File: src/rtl/mem_port_arbiter_if.sv
// Bundle of requester, response and memory-side signals for the two-port memory arbiter.
interface mem_port_arbiter_if #(
  parameter int ADDR_W = 10,
  parameter int DATA_W = 8,
  parameter int CNT_W  = 16
);
  logic              io_req0_valid;
  logic              io_req0_ready;
  logic              io_req0_write;
  logic [ADDR_W-1:0] io_req0_addr;
  logic [DATA_W-1:0] io_req0_wdata;
  logic              io_rsp0_valid;
  logic [DATA_W-1:0] io_rsp0_data;

  logic              io_req1_valid;
  logic              io_req1_ready;
  logic              io_req1_write;
  logic [ADDR_W-1:0] io_req1_addr;
  logic [DATA_W-1:0] io_req1_wdata;
  logic              io_rsp1_valid;
  logic [DATA_W-1:0] io_rsp1_data;

  logic              io_mem_wrEna;
  logic [ADDR_W-1:0] io_mem_wrAddr;
  logic [DATA_W-1:0] io_mem_wrData;
  logic [ADDR_W-1:0] io_mem_rdAddr;
  logic [DATA_W-1:0] io_mem_rdData;
  logic [CNT_W-1:0]  io_conflicts;

  modport slave (
    input  io_req0_valid, io_req0_write, io_req0_addr, io_req0_wdata,
    input  io_req1_valid, io_req1_write, io_req1_addr, io_req1_wdata,
    input  io_mem_rdData,
    output io_req0_ready, io_rsp0_valid, io_rsp0_data,
    output io_req1_ready, io_rsp1_valid, io_rsp1_data,
    output io_mem_wrEna, io_mem_wrAddr, io_mem_wrData, io_mem_rdAddr,
    output io_conflicts
  );

  modport master (
    output io_req0_valid, io_req0_write, io_req0_addr, io_req0_wdata,
    output io_req1_valid, io_req1_write, io_req1_addr, io_req1_wdata,
    output io_mem_rdData,
    input  io_req0_ready, io_rsp0_valid, io_rsp0_data,
    input  io_req1_ready, io_rsp1_valid, io_rsp1_data,
    input  io_mem_wrEna, io_mem_wrAddr, io_mem_wrData, io_mem_rdAddr,
    input  io_conflicts
  );
endinterface

File: src/rtl/mem_port_arbiter.sv
// Two-requester arbiter for a 1W/1R memory: independent round-robin per port,
// read-after-write same-address stall with a saturating conflict counter.
module mem_port_arbiter #(
  parameter int ADDR_W = 10,
  parameter int DATA_W = 8,
  parameter int CNT_W  = 16
) (
  input  logic               clock,
  input  logic               reset,
  mem_port_arbiter_if.slave  bus
);

  logic [1:0]        wr_cand_s;
  logic [1:0]        rd_cand_s;
  logic              wr_sel_s;
  logic              rd_sel_s;
  logic              wr_gnt_s;
  logic              rd_any_s;
  logic              rd_gnt_s;
  logic              conflict_s;
  logic [ADDR_W-1:0] wr_addr_s;
  logic [DATA_W-1:0] wr_data_s;
  logic [ADDR_W-1:0] rd_addr_s;

  logic              wr_last_r;
  logic              rd_last_r;
  logic              rsp0_valid_r;
  logic              rsp1_valid_r;
  logic [DATA_W-1:0] rsp0_data_r;
  logic [DATA_W-1:0] rsp1_data_r;
  logic [CNT_W-1:0]  conflicts_r;

  // Candidate selection for each port; a tie goes to the requester not served last.
  always_comb begin
    wr_cand_s = {bus.io_req1_valid &  bus.io_req1_write, bus.io_req0_valid &  bus.io_req0_write};
    rd_cand_s = {bus.io_req1_valid & ~bus.io_req1_write, bus.io_req0_valid & ~bus.io_req0_write};
    case (wr_cand_s)
      2'b11:   wr_sel_s = ~wr_last_r;
      2'b10:   wr_sel_s = 1'b1;
      default: wr_sel_s = 1'b0;
    endcase
    case (rd_cand_s)
      2'b11:   rd_sel_s = ~rd_last_r;
      2'b10:   rd_sel_s = 1'b1;
      default: rd_sel_s = 1'b0;
    endcase
    wr_addr_s  = wr_sel_s ? bus.io_req1_addr  : bus.io_req0_addr;
    wr_data_s  = wr_sel_s ? bus.io_req1_wdata : bus.io_req0_wdata;
    rd_addr_s  = rd_sel_s ? bus.io_req1_addr  : bus.io_req0_addr;
    wr_gnt_s   = (|wr_cand_s) & ~reset;
    rd_any_s   = (|rd_cand_s) & ~reset;
    // Async read port would see stale data for a same-cycle write, so hold the read off.
    conflict_s = wr_gnt_s & rd_any_s & (wr_addr_s == rd_addr_s);
    rd_gnt_s   = rd_any_s & ~conflict_s;
  end

  // Handshake and memory drive derived from the grants.
  always_comb begin
    bus.io_req0_ready = (wr_gnt_s & ~wr_sel_s) | (rd_gnt_s & ~rd_sel_s);
    bus.io_req1_ready = (wr_gnt_s &  wr_sel_s) | (rd_gnt_s &  rd_sel_s);
    bus.io_mem_wrEna  = wr_gnt_s;
    if (wr_gnt_s) begin
      bus.io_mem_wrAddr = wr_addr_s;
      bus.io_mem_wrData = wr_data_s;
    end else begin
      bus.io_mem_wrAddr = {ADDR_W{1'b0}};
      bus.io_mem_wrData = {DATA_W{1'b0}};
    end
    if (rd_gnt_s) begin
      bus.io_mem_rdAddr = rd_addr_s;
    end else begin
      bus.io_mem_rdAddr = {ADDR_W{1'b0}};
    end
  end

  // Pointers, registered read responses and the saturating conflict counter.
  always_ff @(posedge clock) begin
    if (reset) begin
      wr_last_r    <= 1'b1;
      rd_last_r    <= 1'b1;
      rsp0_valid_r <= 1'b0;
      rsp1_valid_r <= 1'b0;
      rsp0_data_r  <= {DATA_W{1'b0}};
      rsp1_data_r  <= {DATA_W{1'b0}};
      conflicts_r  <= {CNT_W{1'b0}};
    end else begin
      if (wr_gnt_s) begin
        wr_last_r <= wr_sel_s;
      end
      if (rd_gnt_s) begin
        rd_last_r <= rd_sel_s;
      end
      rsp0_valid_r <= rd_gnt_s & ~rd_sel_s;
      rsp1_valid_r <= rd_gnt_s &  rd_sel_s;
      if (rd_gnt_s & ~rd_sel_s) begin
        rsp0_data_r <= bus.io_mem_rdData;
      end
      if (rd_gnt_s & rd_sel_s) begin
        rsp1_data_r <= bus.io_mem_rdData;
      end
      if (conflict_s && (conflicts_r != {CNT_W{1'b1}})) begin
        conflicts_r <= conflicts_r + {{(CNT_W-1){1'b0}}, 1'b1};
      end
    end
  end

  assign bus.io_rsp0_valid = rsp0_valid_r;
  assign bus.io_rsp1_valid = rsp1_valid_r;
  assign bus.io_rsp0_data  = rsp0_data_r;
  assign bus.io_rsp1_data  = rsp1_data_r;
  assign bus.io_conflicts  = conflicts_r;

endmodule
File: src/flat_wrapper.sv
// flat-port wrapper written by rule: the top's interface ports become plain ports
module mem_port_arbiter_flat 
#(
  parameter int ADDR_W = 10,
  parameter int DATA_W = 8,
  parameter int CNT_W  = 16
)
  (clock, reset, bus_io_req0_valid, bus_io_req0_write, bus_io_req0_addr, bus_io_req0_wdata, bus_io_req1_valid, bus_io_req1_write, bus_io_req1_addr, bus_io_req1_wdata, bus_io_mem_rdData, bus_io_req0_ready, bus_io_rsp0_valid, bus_io_rsp0_data, bus_io_req1_ready, bus_io_rsp1_valid, bus_io_rsp1_data, bus_io_mem_wrEna, bus_io_mem_wrAddr, bus_io_mem_wrData, bus_io_mem_rdAddr, bus_io_conflicts);
  mem_port_arbiter_if #(.ADDR_W(ADDR_W), .DATA_W(DATA_W), .CNT_W(CNT_W)) bus_i ();
  input  logic clock;
  input  logic reset;
  input wire logic [$bits(bus_i.io_req0_valid)-1:0] bus_io_req0_valid;
  input wire logic [$bits(bus_i.io_req0_write)-1:0] bus_io_req0_write;
  input wire logic [$bits(bus_i.io_req0_addr)-1:0] bus_io_req0_addr;
  input wire logic [$bits(bus_i.io_req0_wdata)-1:0] bus_io_req0_wdata;
  input wire logic [$bits(bus_i.io_req1_valid)-1:0] bus_io_req1_valid;
  input wire logic [$bits(bus_i.io_req1_write)-1:0] bus_io_req1_write;
  input wire logic [$bits(bus_i.io_req1_addr)-1:0] bus_io_req1_addr;
  input wire logic [$bits(bus_i.io_req1_wdata)-1:0] bus_io_req1_wdata;
  input wire logic [$bits(bus_i.io_mem_rdData)-1:0] bus_io_mem_rdData;
  output wire logic [$bits(bus_i.io_req0_ready)-1:0] bus_io_req0_ready;
  output wire logic [$bits(bus_i.io_rsp0_valid)-1:0] bus_io_rsp0_valid;
  output wire logic [$bits(bus_i.io_rsp0_data)-1:0] bus_io_rsp0_data;
  output wire logic [$bits(bus_i.io_req1_ready)-1:0] bus_io_req1_ready;
  output wire logic [$bits(bus_i.io_rsp1_valid)-1:0] bus_io_rsp1_valid;
  output wire logic [$bits(bus_i.io_rsp1_data)-1:0] bus_io_rsp1_data;
  output wire logic [$bits(bus_i.io_mem_wrEna)-1:0] bus_io_mem_wrEna;
  output wire logic [$bits(bus_i.io_mem_wrAddr)-1:0] bus_io_mem_wrAddr;
  output wire logic [$bits(bus_i.io_mem_wrData)-1:0] bus_io_mem_wrData;
  output wire logic [$bits(bus_i.io_mem_rdAddr)-1:0] bus_io_mem_rdAddr;
  output wire logic [$bits(bus_i.io_conflicts)-1:0] bus_io_conflicts;
  assign bus_i.io_req0_valid = bus_io_req0_valid;
  assign bus_i.io_req0_write = bus_io_req0_write;
  assign bus_i.io_req0_addr = bus_io_req0_addr;
  assign bus_i.io_req0_wdata = bus_io_req0_wdata;
  assign bus_i.io_req1_valid = bus_io_req1_valid;
  assign bus_i.io_req1_write = bus_io_req1_write;
  assign bus_i.io_req1_addr = bus_io_req1_addr;
  assign bus_i.io_req1_wdata = bus_io_req1_wdata;
  assign bus_i.io_mem_rdData = bus_io_mem_rdData;
  assign bus_io_req0_ready = bus_i.io_req0_ready;
  assign bus_io_rsp0_valid = bus_i.io_rsp0_valid;
  assign bus_io_rsp0_data = bus_i.io_rsp0_data;
  assign bus_io_req1_ready = bus_i.io_req1_ready;
  assign bus_io_rsp1_valid = bus_i.io_rsp1_valid;
  assign bus_io_rsp1_data = bus_i.io_rsp1_data;
  assign bus_io_mem_wrEna = bus_i.io_mem_wrEna;
  assign bus_io_mem_wrAddr = bus_i.io_mem_wrAddr;
  assign bus_io_mem_wrData = bus_i.io_mem_wrData;
  assign bus_io_mem_rdAddr = bus_i.io_mem_rdAddr;
  assign bus_io_conflicts = bus_i.io_conflicts;
  mem_port_arbiter #(.ADDR_W(ADDR_W), .DATA_W(DATA_W), .CNT_W(CNT_W)) u_core (.clock(clock), .reset(reset), .bus(bus_i));
endmodule
File: config.mk
export PLATFORM = sky130hd
export DESIGN_NAME = mem_port_arbiter_flat
export DESIGN_NICKNAME = d
export VERILOG_FILES = /design/src/rtl/mem_port_arbiter_if.sv /design/src/rtl/mem_port_arbiter.sv /design/src/flat_wrapper.sv
export SDC_FILE = /design/constraint.sdc
export NUM_CORES = 1
export LEC_CHECK = 0
export CORE_MARGIN = 3
export CORE_UTILIZATION = 41
export CTS_BUF_LIST = sky130_fd_sc_hd__clkbuf_4 sky130_fd_sc_hd__clkbuf_8
export DETAILED_ROUTE_END_ITERATION = 6
export GPL_TIMING_DRIVEN = 1
export PLACE_DENSITY_LB_ADDON = 0.25
export SYNTH_ARGS = -nofsm -noshare
export SYNTH_HDL_FRONTEND = slang
export SYNTH_SLANG_ARGS = --single-unit
File: constraint.sdc
create_clock -name clock -period 2.6 [get_ports clock]
set_input_delay 0.39 -clock clock [delete_from_list [all_inputs] [get_ports clock]]
set_output_delay 0.39 -clock clock [all_outputs]
set_load 0.005 [all_outputs]
==> flow_summary.ini <==
[outcome]
status = finished clean

[logic_synthesis]
async_reset_ff_share_pct = 0
ys_types = 38
synthCells = 277
ys_top_cells_by_area = dfxtp_1 (33%), mux2i_1 (9.1%), nand3_1 (5.2%), nand2b_1 (5.1%), o21ai_0 (5.0%)
syn_nets = 328
avgSynthCellArea_um2 = 7.972
yosys.area.top_type = dfxtp_1
synth_seq_cells = 36
netlist_area_um2 = 2208
ys_warn_count = 0
synth_seq_area_share_pct = 32.63
synth.top_cell.area_share_pct = 32.63
synthFlopType = dfxtp_1
ys_top_cells_by_count = dfxtp_1 (36), nor2_1 (27), nand3_1 (23), o21ai_0 (22), mux2i_1 (20)
yosysMostFrequentCell = dfxtp_1
synth_edf_count = 0

[layout]
nNetsFinal = 472
seq_area_um2 = 720.7
fin_util_pct = 74.24
num_antenna_cells = 0
multi_input_area_um2 = 1503
drive_gt1_share_pct = 19.19
area_delta_synth_final_pct = 73.88
fill_cells = 394

[worst_setup_path]
cp-end-kind = output pin
setup.worst_path.start_class = input pin
r2r_setup_slack_ps = 190
arrival_ps = 2190
crit_type = input pin to output pin
required_ps = 2210
cp_max_fo = 3

[floorplan]
dieWidth_um = 79.39
dieHeight_um = 79.39
start_util_pct = 42.69
ios = 115
coreArea_um2 = 5172
die_area_um2 = 6303
row_count = 26

[timing]
min_period_ps = 2582
finalSetupViolCount = 0
relSlewSlack_pct = 57.37
maxSlewViolCount = 0
worst_pin_slew_ps = 639.4
rsz0062_at_grt = true
fin_crit_sh_pct = 99.32
hold_viol = 0
hold_ws_ps = 470.3
timing.fmax_mhz = 387.2
finalClockSkew_ps = 2.724

[grt]
grt_pass1_wl_um = 12170
grt_antenna_before_repair = 0
grt_max_degree = 42
grt_usage_pct = 23.94
overflow = 0
grt_pass1_vias = 2646

[job]
maxCapViolCount = 0

[power_and_ir_drop]
p_leak_nw = 1.578
p_per_area_nw_per_um2 = 370.2
vdd_ir_drop_max_v = 0.0003299

[clock_tree]
cts_tree = built
clk_pin_slew_worst_paths_ps = 70
cts_hold_buf = 0
clk_latency_ps = 290
clock_sinks = 36
clk_root_buffer_cell = clkbuf_8
numCtsBuffers = 5
cts_max_path_buffers = 2
htree_num_levels = 2

[hold_path]
min_path_type = flop to flop

[routing]
postRouteAntennaNets = 0
wl_per_cell_um = 15.11
drc = 0
drtIter0Drc = 236
via_per_inst = 5.461
num_vias = 2687
routed_wl_um = 7434
dr.pass1.iters = 5

[placed_design]
gp_congestion = 0.8306
dp_hpwl_um = 5207
portBuffers = 114
[layout make-up]
class                           instances  area share, %
Clock buffer                            5          1.792
Clock inverter                          3          1.108
Inverter                                3         0.2933
Multi-Input combinational cell        220          39.13
Sequential cell                        36          18.77
Tap cell                               70          2.281
Timing Repair Buffer                  155          36.62
[cells in the final DEF, fill, tap and decap left out, drive strengths merged, types with 4 or more instances in the layout]
cell | Yosys | routed
nor2 | 27 | 27
and3 | 9 | 9
dfxtp | 36 | 36
nand2 | 9 | 9
xor2 | 6 | 6
o21ai | 22 | 22
a21oi | 16 | 16
nor3 | 4 | 4
buf | 5 | 42
clkbuf | 13 | 11
clkdlybuf4s50 | 0 | 81
o31ai | 9 | 9
a22o | 8 | 8
dlygate4sd2 | 0 | 18
mux2i | 20 | 20
nand2b | 18 | 18
nand3 | 23 | 23
clkdlybuf4s15 | 0 | 8
nor4 | 4 | 4
nor2b | 8 | 8
or4 | 9 | 9
[worst max-delay path, cell delays in order]
cell           delay, ps
dlygate4sd2_1        290
nor2b_4              150
nor4_2               290
o2111ai_2            170
a31oi_1              220
buf_4                140
buf_4                100
nor3_1                50
or2_2                280
clkbuf_2             110
[state kept, by name (all words and copies together), names as in the netlist]
| signal | flops |
|---|---|
| u_core.bus.io_conflicts | 16 |
| u_core.bus.io_rsp0_data | 8 |
| u_core.bus.io_rsp0_valid | 1 |
| u_core.bus.io_rsp1_data | 8 |
| u_core.bus.io_rsp1_valid | 1 |
| u_core.rd_last_r | 1 |
| u_core.wr_last_r | 1 |
[per-layer routing]
metal	vias to the layer above	track usage, %	routed length (um)
met5	-	0	0
met4	0	6.357	93
met3	10	6.998	573
met2	116	42.59	3714
met1	1261	27.91	3051
li1	1300	-	-
[through the flow]
stage	cell area, um2	instances	setup TNS [ps]	worst slack [ps]	total power, W
2_1_floorplan	2208	277	0	196.3	0.0007110
6_report	3840	492	0	17.65	0.001421
3_5_place_dp	3631	480	-12310	-514.0	0.0009372
5_1_grt	3840	492	-395.0	-79.91	0.001489
3_3_place_gp	3631	480	-11150	-479.2	0.0009327
4_1_cts	3809	491	-53.82	-53.82	0.001419
[worst paths after layout]
path	start	to	cells past startpoint
worst max-delay path	bus_io_req0_addr[0]	bus_io_req1_ready	10
worst min-delay path	u_core.bus.io_rsp1_data[3]$_SDFFE_PP0P_	u_core.bus.io_rsp1_data[3]$_SDFFE_PP0P_	2
worst max register to register	u_core.wr_last_r$_SDFFE_PP1P_	u_core.bus.io_conflicts[11]$_SDFFE_PP0P_	8
worst min register to register	u_core.bus.io_rsp1_data[3]$_SDFFE_PP0P_	u_core.bus.io_rsp1_data[3]$_SDFFE_PP0P_	2
[kinds of logic after synthesis]
family                   share of synthesized area [%]
flip-flops                                       32.63
buffers and inverters                            4.306
AO/OA/AOI/OAI                                    18.19
AND/OR/NAND/NOR                                  30.65
multiplexers                                     10.08
XOR/XNOR                                         3.570
adder cells (fa/ha/maj)                         0.5665
[what timing repair did]
| action | 4_1_cts | 5_1_grt |
|---|---|---|
| gates resized for setup | 56 | 27 |
| setup buffers | 3 | 1 |
| pin swaps | 11 | 9 |
| endpoints found under the setup margin | 31 | 18 |
[power by group]
part | switching (W) | internal, W
sequential | 0.0000109 | 0.000569
clock | 0.000202 | 0.000284
combinational | 0.000148 | 0.000208
total | 0.000361 | 0.00106
Note: power is estimated with default switching activity, not from simulation.
